==> src/rtl/complex_div_seq_pkg.sv <==
// Shared definitions for the complex-FU divider: opcodes, flag layout, FSM states.
// Also holds small helpers used by the divider and its interface.
package complex_div_seq_pkg;

    localparam int OPCODE_W = 6;
    localparam int FLAGS_W  = 6;

    localparam logic [OPCODE_W-1:0] OP_DIV_L  = 6'h10;
    localparam logic [OPCODE_W-1:0] OP_DIV_H  = 6'h11;
    localparam logic [OPCODE_W-1:0] OP_DIVU_L = 6'h12;
    localparam logic [OPCODE_W-1:0] OP_DIVU_H = 6'h13;

    // Execution-flag bit positions, complex-ALU field order (MSB first).
    localparam int FLG_RSV_HI = 5;
    localparam int FLG_ONE_HI = 4;
    localparam int FLG_IS_L   = 3;
    localparam int FLG_ONE_LO = 2;
    localparam int FLG_EXC    = 1;
    localparam int FLG_RSV_LO = 0;

    typedef enum logic [1:0] {IDLE, ITER, FIX, DONE} state_t;

    function automatic logic is_div_op(input logic [OPCODE_W-1:0] op);
        return (op == OP_DIV_L) || (op == OP_DIV_H) || (op == OP_DIVU_L) || (op == OP_DIVU_H);
    endfunction

    function automatic logic [FLAGS_W-1:0] make_flags(input logic is_l, input logic exc);
        logic [FLAGS_W-1:0] f;
        f             = '0;
        f[FLG_ONE_HI] = 1'b1;
        f[FLG_IS_L]   = is_l;
        f[FLG_ONE_LO] = 1'b1;
        f[FLG_EXC]    = exc;
        return f;
    endfunction

endpackage

==> src/rtl/complex_div_seq_if.sv <==
// Issue-side and writeback-side handshake bundle of the divider.
// valid/ready: a transfer happens on a rising edge where both valid and ready are high.
interface complex_div_seq_if #(
    parameter int DATA_W = 32,
    parameter int TAG_W  = 7,
    parameter int ROB_W  = 7
) ();
    import complex_div_seq_pkg::*;

    logic                valid_i;
    logic                ready_o;
    logic [OPCODE_W-1:0] opcode_i;
    logic [DATA_W-1:0]   data1_i;
    logic [DATA_W-1:0]   data2_i;
    logic [TAG_W-1:0]    tag_i;
    logic [ROB_W-1:0]    rob_i;
    logic                flush_i;
    logic                valid_o;
    logic                wb_ready_i;
    logic [DATA_W-1:0]   result_o;
    logic [FLAGS_W-1:0]  flags_o;
    logic [TAG_W-1:0]    tag_o;
    logic [ROB_W-1:0]    rob_o;

    modport master (
        output valid_i, opcode_i, data1_i, data2_i, tag_i, rob_i, flush_i, wb_ready_i,
        input  ready_o, valid_o, result_o, flags_o, tag_o, rob_o
    );

    modport slave (
        input  valid_i, opcode_i, data1_i, data2_i, tag_i, rob_i, flush_i, wb_ready_i,
        output ready_o, valid_o, result_o, flags_o, tag_o, rob_o
    );

endinterface

==> src/rtl/complex_div_seq_div_iter_step.sv <==
// One radix-2 restoring step: shift {rem,quo} left, trial-subtract the divisor.
module div_iter_step #(
    parameter int W = 32
) (
    input  logic [W-1:0] i_rem,
    input  logic [W-1:0] i_quo,
    input  logic [W-1:0] i_div,
    output logic [W-1:0] o_rem,
    output logic [W-1:0] o_quo
);
    // The shifted remainder needs one extra bit since the divisor may use all W bits.
    logic [W:0]   w_sh;
    logic         w_ge;
    logic [W-1:0] w_diff;

    assign w_sh   = {i_rem, i_quo[W-1]};
    assign w_ge   = (w_sh >= {1'b0, i_div});
    assign w_diff = W'(w_sh - {1'b0, i_div});
    assign o_rem  = w_ge ? w_diff : w_sh[W-1:0];
    assign o_quo  = {i_quo[W-2:0], w_ge};

endmodule

==> src/rtl/complex_div_seq.sv <==
// Iterative signed/unsigned divider: one quotient bit per cycle, sign fix-up, registered writeback packet.
module complex_div_seq
    import complex_div_seq_pkg::*;
#(
    parameter int DATA_W = 32,
    parameter int TAG_W  = 7,
    parameter int ROB_W  = 7,
    parameter int CNT_W  = 6
) (
    input  logic              clk,
    input  logic              reset,
    complex_div_seq_if.slave  bus,
    output state_t            o_dbg_state
);
    localparam logic [DATA_W-1:0] MIN_VAL = {1'b1, {(DATA_W-1){1'b0}}};

    state_t              r_state;
    state_t              w_next_state;
    logic [DATA_W-1:0]   r_rem;
    logic [DATA_W-1:0]   r_quo;
    logic [DATA_W-1:0]   r_div;
    logic [CNT_W-1:0]    r_cnt;
    logic                r_is_l;
    logic                r_neg_q;
    logic                r_neg_r;
    logic [TAG_W-1:0]    r_tag_lat;
    logic [ROB_W-1:0]    r_rob_lat;
    logic [DATA_W-1:0]   r_result;
    logic [FLAGS_W-1:0]  r_flags;
    logic [TAG_W-1:0]    r_tag;
    logic [ROB_W-1:0]    r_rob;

    logic                w_accept;
    logic                w_signed;
    logic                w_is_l;
    logic                w_div_zero;
    logic                w_ovf;
    logic                w_special;
    logic [DATA_W-1:0]   w_rem_n;
    logic [DATA_W-1:0]   w_quo_n;

    assign w_accept   = bus.valid_i && (r_state == IDLE) && is_div_op(bus.opcode_i) && !bus.flush_i;
    assign w_signed   = (bus.opcode_i == OP_DIV_L) || (bus.opcode_i == OP_DIV_H);
    assign w_is_l     = (bus.opcode_i == OP_DIV_L) || (bus.opcode_i == OP_DIVU_L);
    assign w_div_zero = (bus.data2_i == '0);
    assign w_ovf      = w_signed && (bus.data1_i == MIN_VAL) && (bus.data2_i == '1);
    assign w_special  = w_div_zero || w_ovf;

    div_iter_step #(.W(DATA_W)) u_step (
        .i_rem (r_rem),
        .i_quo (r_quo),
        .i_div (r_div),
        .o_rem (w_rem_n),
        .o_quo (w_quo_n)
    );

    always_ff @(posedge clk) begin
        if (!reset) r_state <= IDLE;
        else        r_state <= w_next_state;
    end

    always_comb begin
        w_next_state = r_state;
        case (r_state)
            IDLE:    if (w_accept) w_next_state = w_special ? DONE : ITER;
            ITER:    if (r_cnt == CNT_W'(1)) w_next_state = FIX;
            FIX:     w_next_state = DONE;
            DONE:    if (bus.wb_ready_i) w_next_state = IDLE;
            default: w_next_state = IDLE;
        endcase
        // Flush beats every other transition, including a writeback handshake.
        if (bus.flush_i) w_next_state = IDLE;
    end

    always_ff @(posedge clk) begin
        if (!reset) begin
            r_rem     <= '0;
            r_quo     <= '0;
            r_div     <= '0;
            r_cnt     <= '0;
            r_is_l    <= 1'b0;
            r_neg_q   <= 1'b0;
            r_neg_r   <= 1'b0;
            r_tag_lat <= '0;
            r_rob_lat <= '0;
            r_result  <= '0;
            r_flags   <= '0;
            r_tag     <= '0;
            r_rob     <= '0;
        end else begin
            case (r_state)
                IDLE: if (w_accept) begin
                    r_is_l    <= w_is_l;
                    r_neg_q   <= w_signed && (bus.data1_i[DATA_W-1] ^ bus.data2_i[DATA_W-1]);
                    r_neg_r   <= w_signed && bus.data1_i[DATA_W-1];
                    r_quo     <= (w_signed && bus.data1_i[DATA_W-1]) ? -bus.data1_i : bus.data1_i;
                    r_div     <= (w_signed && bus.data2_i[DATA_W-1]) ? -bus.data2_i : bus.data2_i;
                    r_rem     <= '0;
                    r_cnt     <= CNT_W'(DATA_W);
                    r_tag_lat <= bus.tag_i;
                    r_rob_lat <= bus.rob_i;
                    // Special cases bypass iteration and load the packet directly.
                    if (w_special) begin
                        if (w_is_l) r_result <= w_div_zero ? '1 : MIN_VAL;
                        else        r_result <= w_div_zero ? bus.data1_i : '0;
                        r_flags <= make_flags(w_is_l, w_div_zero);
                        r_tag   <= bus.tag_i;
                        r_rob   <= bus.rob_i;
                    end
                end
                ITER: begin
                    r_rem <= w_rem_n;
                    r_quo <= w_quo_n;
                    r_cnt <= r_cnt - CNT_W'(1);
                end
                FIX: begin
                    if (r_is_l) r_result <= r_neg_q ? -r_quo : r_quo;
                    else        r_result <= r_neg_r ? -r_rem : r_rem;
                    r_flags <= make_flags(r_is_l, 1'b0);
                    r_tag   <= r_tag_lat;
                    r_rob   <= r_rob_lat;
                end
                default: ;
            endcase
        end
    end

    assign bus.ready_o  = (r_state == IDLE);
    assign bus.valid_o  = (r_state == DONE);
    assign bus.result_o = r_result;
    assign bus.flags_o  = r_flags;
    assign bus.tag_o    = r_tag;
    assign bus.rob_o    = r_rob;
    assign o_dbg_state  = r_state;

endmodule

==> src/flat_wrapper.sv <==
// flat-port wrapper written by rule: the top's interface ports become plain ports
module complex_div_seq_flat import complex_div_seq_pkg::*;
#(
    parameter int DATA_W = 32,
    parameter int TAG_W  = 7,
    parameter int ROB_W  = 7,
    parameter int CNT_W  = 6
)
  (clk, reset, o_dbg_state, bus_valid_i, bus_opcode_i, bus_data1_i, bus_data2_i, bus_tag_i, bus_rob_i, bus_flush_i, bus_wb_ready_i, bus_ready_o, bus_valid_o, bus_result_o, bus_flags_o, bus_tag_o, bus_rob_o);
  complex_div_seq_if #(.DATA_W(DATA_W), .TAG_W(TAG_W), .ROB_W(ROB_W)) bus_i ();
  input  logic clk;
  input  logic reset;
  output state_t o_dbg_state;
  input wire logic [$bits(bus_i.valid_i)-1:0] bus_valid_i;
  input wire logic [$bits(bus_i.opcode_i)-1:0] bus_opcode_i;
  input wire logic [$bits(bus_i.data1_i)-1:0] bus_data1_i;
  input wire logic [$bits(bus_i.data2_i)-1:0] bus_data2_i;
  input wire logic [$bits(bus_i.tag_i)-1:0] bus_tag_i;
  input wire logic [$bits(bus_i.rob_i)-1:0] bus_rob_i;
  input wire logic [$bits(bus_i.flush_i)-1:0] bus_flush_i;
  input wire logic [$bits(bus_i.wb_ready_i)-1:0] bus_wb_ready_i;
  output wire logic [$bits(bus_i.ready_o)-1:0] bus_ready_o;
  output wire logic [$bits(bus_i.valid_o)-1:0] bus_valid_o;
  output wire logic [$bits(bus_i.result_o)-1:0] bus_result_o;
  output wire logic [$bits(bus_i.flags_o)-1:0] bus_flags_o;
  output wire logic [$bits(bus_i.tag_o)-1:0] bus_tag_o;
  output wire logic [$bits(bus_i.rob_o)-1:0] bus_rob_o;
  assign bus_i.valid_i = bus_valid_i;
  assign bus_i.opcode_i = bus_opcode_i;
  assign bus_i.data1_i = bus_data1_i;
  assign bus_i.data2_i = bus_data2_i;
  assign bus_i.tag_i = bus_tag_i;
  assign bus_i.rob_i = bus_rob_i;
  assign bus_i.flush_i = bus_flush_i;
  assign bus_i.wb_ready_i = bus_wb_ready_i;
  assign bus_ready_o = bus_i.ready_o;
  assign bus_valid_o = bus_i.valid_o;
  assign bus_result_o = bus_i.result_o;
  assign bus_flags_o = bus_i.flags_o;
  assign bus_tag_o = bus_i.tag_o;
  assign bus_rob_o = bus_i.rob_o;
  complex_div_seq #(.DATA_W(DATA_W), .TAG_W(TAG_W), .ROB_W(ROB_W), .CNT_W(CNT_W)) u_core (.clk(clk), .reset(reset), .bus(bus_i), .o_dbg_state(o_dbg_state));
endmodule
==> config.mk <==
export PLATFORM = sky130hd
export DESIGN_NAME = complex_div_seq_flat
export DESIGN_NICKNAME = d
export VERILOG_FILES = /design/src/rtl/complex_div_seq_pkg.sv /design/src/rtl/complex_div_seq_if.sv /design/src/rtl/complex_div_seq_div_iter_step.sv /design/src/rtl/complex_div_seq.sv /design/src/flat_wrapper.sv
export SDC_FILE = /design/constraint.sdc
export NUM_CORES = 1
export LEC_CHECK = 0
export CAP_MARGIN = 15
export CORE_ASPECT_RATIO = 1.4
export CORE_MARGIN = 5
export CORE_UTILIZATION = 25
export CTS_CLUSTER_DIAMETER = 100
export DETAILED_ROUTE_END_ITERATION = 12
export PLACE_DENSITY = 0.48
export SLEW_MARGIN = 10
export SYNTH_ARGS = -nofsm -noshare
export SYNTH_HDL_FRONTEND = slang
export SYNTH_SLANG_ARGS = --single-unit
==> constraint.sdc <==
create_clock -name clk -period 4.1 [get_ports clk]
set_input_delay 0.82 -clock clk [delete_from_list [all_inputs] [get_ports clk]]
set_output_delay 0.82 -clock clk [all_outputs]
set_load 0.05 [all_outputs]
* After elaboration in Yosys (flattened, before gate mapping) *
Index checks and enable logic that the tools add are counted.

storage, ports and cells
  bits in registers = 173
  input port bits = 89
  output and inout port bits = 56
  logic and storage cells = 92

operators by class
  add/sub/neg operators = 6
  $lt $le $gt $ge = 1
  equality and inequality tests = 14
  multiplexer cells = 32
  bitwise operators = 2
  reduce and logical (&&, ||, !) cells = 23

operator list
  operator                number
  $mux W32                12
  $pmux W32 S2            3
  $neg A32 Y32            4
  $eq A32 B32 Y1 const B  2
  $ge A33 B32 Y1          1
  $logic_not A32 Y1       1
  $sub A32 B32 Y32        1
  $mux W31                1
  $mux W7                 4
  $pmux W7 S2             2
  $eq A6 B5 Y1 const B    4
  $pmux W6 S2             2
  $mux W6                 3
  $logic_and A1 B1 Y1     8
  $mux W2                 4
  $pmux W2 S4             1
  $eq A6 B1 Y1 const B    1
  $ne A2 B1 Y1 const B    3
  $reduce_and A3 Y1       2
  $sub A6 B1 Y6 const B   1
  $logic_or A1 B1 Y1      5
  $eq A2 B2 Y1 const B    2
  $reduce_and A2 Y1       2
  $reduce_bool A2 Y1      2
  other kinds (7)         7

* Logic depth before layout (Yosys ltp) *
  depth after elaboration = 8
  mapped depth = 13
  mapped depth without buffers = 13

* Hierarchy *
A second synthesis with hierarchy kept.

unflattened totals
  cell total of the unflattened synthesis = 1650
  area, all modules = 12812.3 um^2

by module, submodules not included
  module           instances  cells each  area an instance (um^2)  sequential area each (um^2)
  complex_div_seq  1          1295        10241.1                  3403.3
  div_iter_step    1          355         2571.2                   0.0

* Least setup slack after synthesis *
Ideal clock, no wire load.

  path type = input -> register
  start point = input port bus_data2_i[14]
  end point = register u_core.r_result[4] (netlist: u_core.bus.result_o[4])
  setup time = 0.115 ns
  data arrival time = 2.984 ns
  data required time = 3.985 ns
  slack = 1.002 ns
  stages = 10
  buffers on the path = 1
  cells stage by stage = or4_4 nor4_4 nand3_2 or4_4 o21ai_4 nand2_2 and2_1 buf_6 a32o_1 o21a_1

between the ends
  cells in the longest elaborated chain, start to end = 6
  elaborated cells on any way between the ends = 12
  classes of those cells = eq/ne (2); mux (6); reduce/logical (4)

ends and longest elaborated chain
  what                                         RTL line                                        source
  from (decl)                                  flat_wrapper.sv:17                              input wire logic [$bits(bus_i.data2_i)-1:0] bus_data2_i;
  $logic_not A32 Y1                            complex_div_seq.sv:45                           assign w_div_zero = (bus.data2_i == '0);
  $mux W32 / $mux W31 (equally long branches)  complex_div_seq.sv:105, complex_div_seq.sv:104
  $mux W32                                     complex_div_seq.sv:104                          if (w_is_l) r_result <= w_div_zero ? '1 : MIN_VAL;
  $mux W32                                     complex_div_seq.sv:103                          if (w_special) begin
  $mux W32                                     complex_div_seq.sv:92                           IDLE: if (w_accept) begin
  $pmux W32 S2                                 complex_div_seq.sv:91                           case (r_state)
  to (signal assigned)                         complex_div_seq.sv:104
  to (signal assigned)                         complex_div_seq.sv:105                          else r_result <= w_div_zero ? bus.data1_i : '0;
  to (signal assigned)                         complex_div_seq.sv:117                          if (r_is_l) r_result <= r_neg_q ? -r_quo : r_quo;
  to (decl)                                    complex_div_seq.sv:28                           logic [DATA_W-1:0] r_result;

Several ways; a longest one is shown, not always the timed one. The select of a mux whose other input is x is not followed.
A chain may end at the register's enable or synchronous reset.

* Final worst setup path *
  start point = input port bus_data2_i[4]
  end point = register u_core.r_result[26] (netlist: u_core.bus.result_o[26])

Same word-level chain as after synthesis.

==> results.toml <==
[route]
maxUsedRoutingLayer = "met4"
wl_mm = 42.9
firstDrtPassIters = 8
wl_met1_mm = 17.2
wl_per_cell_um = 18.7
num_vias = 11800
ant_nets = 0
met3_length_mm = 1.38
viasPerCell = 5.14
wl_met2_mm = 22.4
post-route-drc-count = 0
dr.first_iter.drc_count = 819

[place]
numPortBuffers = 142
post_dp_cell_area_um2 = 14200
pre_cts_ws_ns = 0.174
globalplace.congestion = 0.874
dp_hpwl_mm = 33.7

[logic_synthesis]
yosysTopAreaCell = "dfxtp_1"
synth-async-reset-ratio = 0
synth_area_leaders = "dfxtp_1, nand2_1, xor2_1"
synth_top_cell_area_share = 0.281
syn_area_um2 = 12100
synth_edf_count = 0
yosysWarnings = 0
seq_area_frac_synth = 0.281
syn_area_per_cell_um2 = 7.75
synth_flop_cell = "dfxtp_1"
ys_ff_latch = 170
ys_types = 83
syn_inst = 1564

[clock_network]
cts-root-buf = "clkbuf_16"
cts_tree = "yes"
cts_resized = 0
numCtsBuffers = 17
cts_buffer_depth = 2
hold_buffers = 0
insertion_delay_ns = 0.46
cts_num_sinks = 170
htree_levels = 4
clkTransAtPathRegs_ns = 0.07
cts_setup_buffers = 0

[critical_path]
crit_fanout = 21
path_cells = "clkdlybuf4s50_1 -> nor4_1 -> and4_1 -> nand3_2 -> or4_4 -> o21ai_4 -> nand2_2 -> and2_1 -> buf_4 -> nor3_2 -> nor2_1"
crit_path_max_incr_delay_ns = 0.56
worstSetupStartpointType = "primary input"
cp_slowest_cell = "or4_4"
cp-end-kind = "register"
worstSetupPathType = "in -> reg"
cp.arrival_ns = 3.81
cp.required_ns = 4.44

[power_and_ir_drop]
power.density_nw_per_um2 = 257
ir_drop_mv = 0.210
p_total_uw = 3810
p_leak_uw = 0.00597

[sta]
finalHoldViolCount = 0
rsz0062_at_grt = "no"
relSlewSlack = 0.282
worst_pin_slew_ns = 1.08
fmax_mhz = 288
layout_setup_ws_ns = 0.633
setup_tns_ns = 0
fin_worst_skew_ns = 0.0136
setup_violations = 0
slew_violations = 0
period_share = 0.846
period_needed_ns = 3.47

[die]
die-area_um2 = 53100
coreArea_um2 = 48000
die_w_um = 196
die_h_um = 271
ios = 145
rows = 95
start_util = 0.252

[global_routing]
grt_pass1_wl_mm = 67.2
grt_max_degree = 81
antenna_found_initial = 0
grt_overflow = 0
track_usage = 0.159
grt_pass1_vias = 11800

[layout]
final_cell_mix = "nand2_1, dfxtp_1, clkdlybuf4s50_1"
nFillCells = 5205
syn2layout_area_growth_pct = 22.1
diodes = 0
layout-drive-gt1-share = 0.0628
final_area_um2 = 14800
final_common_cell = "nand2_1"
layout.nets = 1791

[job]
cap_violations = 0

[worst_hold_path]
worstHoldPathType = "reg -> reg"

[run_status]
outcome = "finished, final reports clean"
## synthesized netlist by cell type, types with 9 or more instances
| library cell | instances |
|---|---|
| ha_1 | 43 |
| clkbuf_1 | 87 |
| xnor2_1 | 65 |
| xor2_1 | 78 |
| a222oi_1 | 31 |
| nor2_1 | 94 |
| o311ai_0 | 9 |
| o41ai_1 | 16 |
| mux2i_1 | 27 |
| a21boi_0 | 20 |
| a21oi_1 | 78 |
| or4_1 | 15 |
| o21a_1 | 12 |
| and2_1 | 10 |
| o31ai_1 | 25 |
| or3_1 | 14 |
| nor2b_1 | 37 |
| nand2b_1 | 11 |
| nand2_1 | 213 |
| dfxtp_1 | 170 |
| nand3_1 | 49 |
| o21ai_0 | 117 |
| o211ai_1 | 24 |
| nor3_1 | 25 |
| o211a_1 | 56 |
| nand4_1 | 17 |
| inv_1 | 60 |
| a21o_1 | 11 |
| nor4_1 | 17 |
## sequential cells by signal (all words and copies together), names as in the netlist
signal and count:
u_core.bus.result_o 32, u_core.r_div 32, u_core.r_quo 32, u_core.r_rem 32, u_core.bus.rob_o 7, u_core.bus.tag_o 7
u_core.r_rob_lat 7, u_core.r_tag_lat 7, u_core.r_cnt 6, u_core.bus.flags_o 3, u_core.o_dbg_state 2, u_core.r_is_l 1
u_core.r_neg_q 1, u_core.r_neg_r 1
## cells by family after synthesis
kind of cell | Yosys count | share of synthesized area
compound gates | 467 | 0.272
simple gates | 540 | 0.217
xor+xnor | 143 | 0.103
other cells | 1 | 0.000309
flops | 170 | 0.281
mux | 28 | 0.0232
buf+inv | 171 | 0.0572
fa+ha+maj | 44 | 0.0460
## per-layer routing
metal / global-route usage / vias to the layer above
li1: - / 5861
met5: 0 / -
met1: 0.178 / 5650
met2: 0.292 / 249
met4: 0.0759 / 0
met3: 0.0250 / 71
## critical path, delay by kind of cell
kind | cells | cell delay (ns)
simple gates | 8 | 2.15
buf+inv | 2 | 0.72
compound gates | 1 | 0.11
## area by class of cell
type	count	area, um^2	share of cell area
clock buffers	19	443	0.0299
clock inverters	13	131	0.00887
repair buffers	184	1760	0.119
multi-input cells	1224	8050	0.544
well taps	630	788	0.0532
flip-flops and latches	170	3400	0.230
inverters	61	229	0.0155
## stage by stage
stage               cells  utilization  hold slack [ns]
floorplan            1565            -            0.443
global placement     2269        0.296            0.453
detailed placement   2269        0.296            0.461
CTS                  2301        0.308            0.471
global route         2301        0.308            0.482
finish               2301        0.308            0.465
## final timing paths
path                               startpoint                                   end  slack (ns)  cells past startpoint
min reg2reg  u_core.r_rob_lat[4]$_SDFFE_PN0P_      u_core.r_rob_lat[4]$_SDFFE_PN0P_        0.47                      2
max                            bus_data2_i[4]  u_core.bus.result_o[26]$_SDFFE_PN0P_        0.63                     11
min          u_core.r_rob_lat[4]$_SDFFE_PN0P_      u_core.r_rob_lat[4]$_SDFFE_PN0P_        0.47                      2
max reg2reg     u_core.r_quo[31]$_SDFFE_PN0P_         u_core.r_rem[26]$_SDFFE_PN0P_        0.92                     12
## power by group
| group | switching [uW] | internal, uW | leakage [uW] |
|---|---|---|---|
| clock network | 768 | 867 | 0.000271 |
| registers | 8.15 | 1660 | 0.00137 |
| logic | 289 | 220 | 0.00433 |
| total | 1070 | 2750 | 0.00597 |
Power figures use the tool's default switching activity.
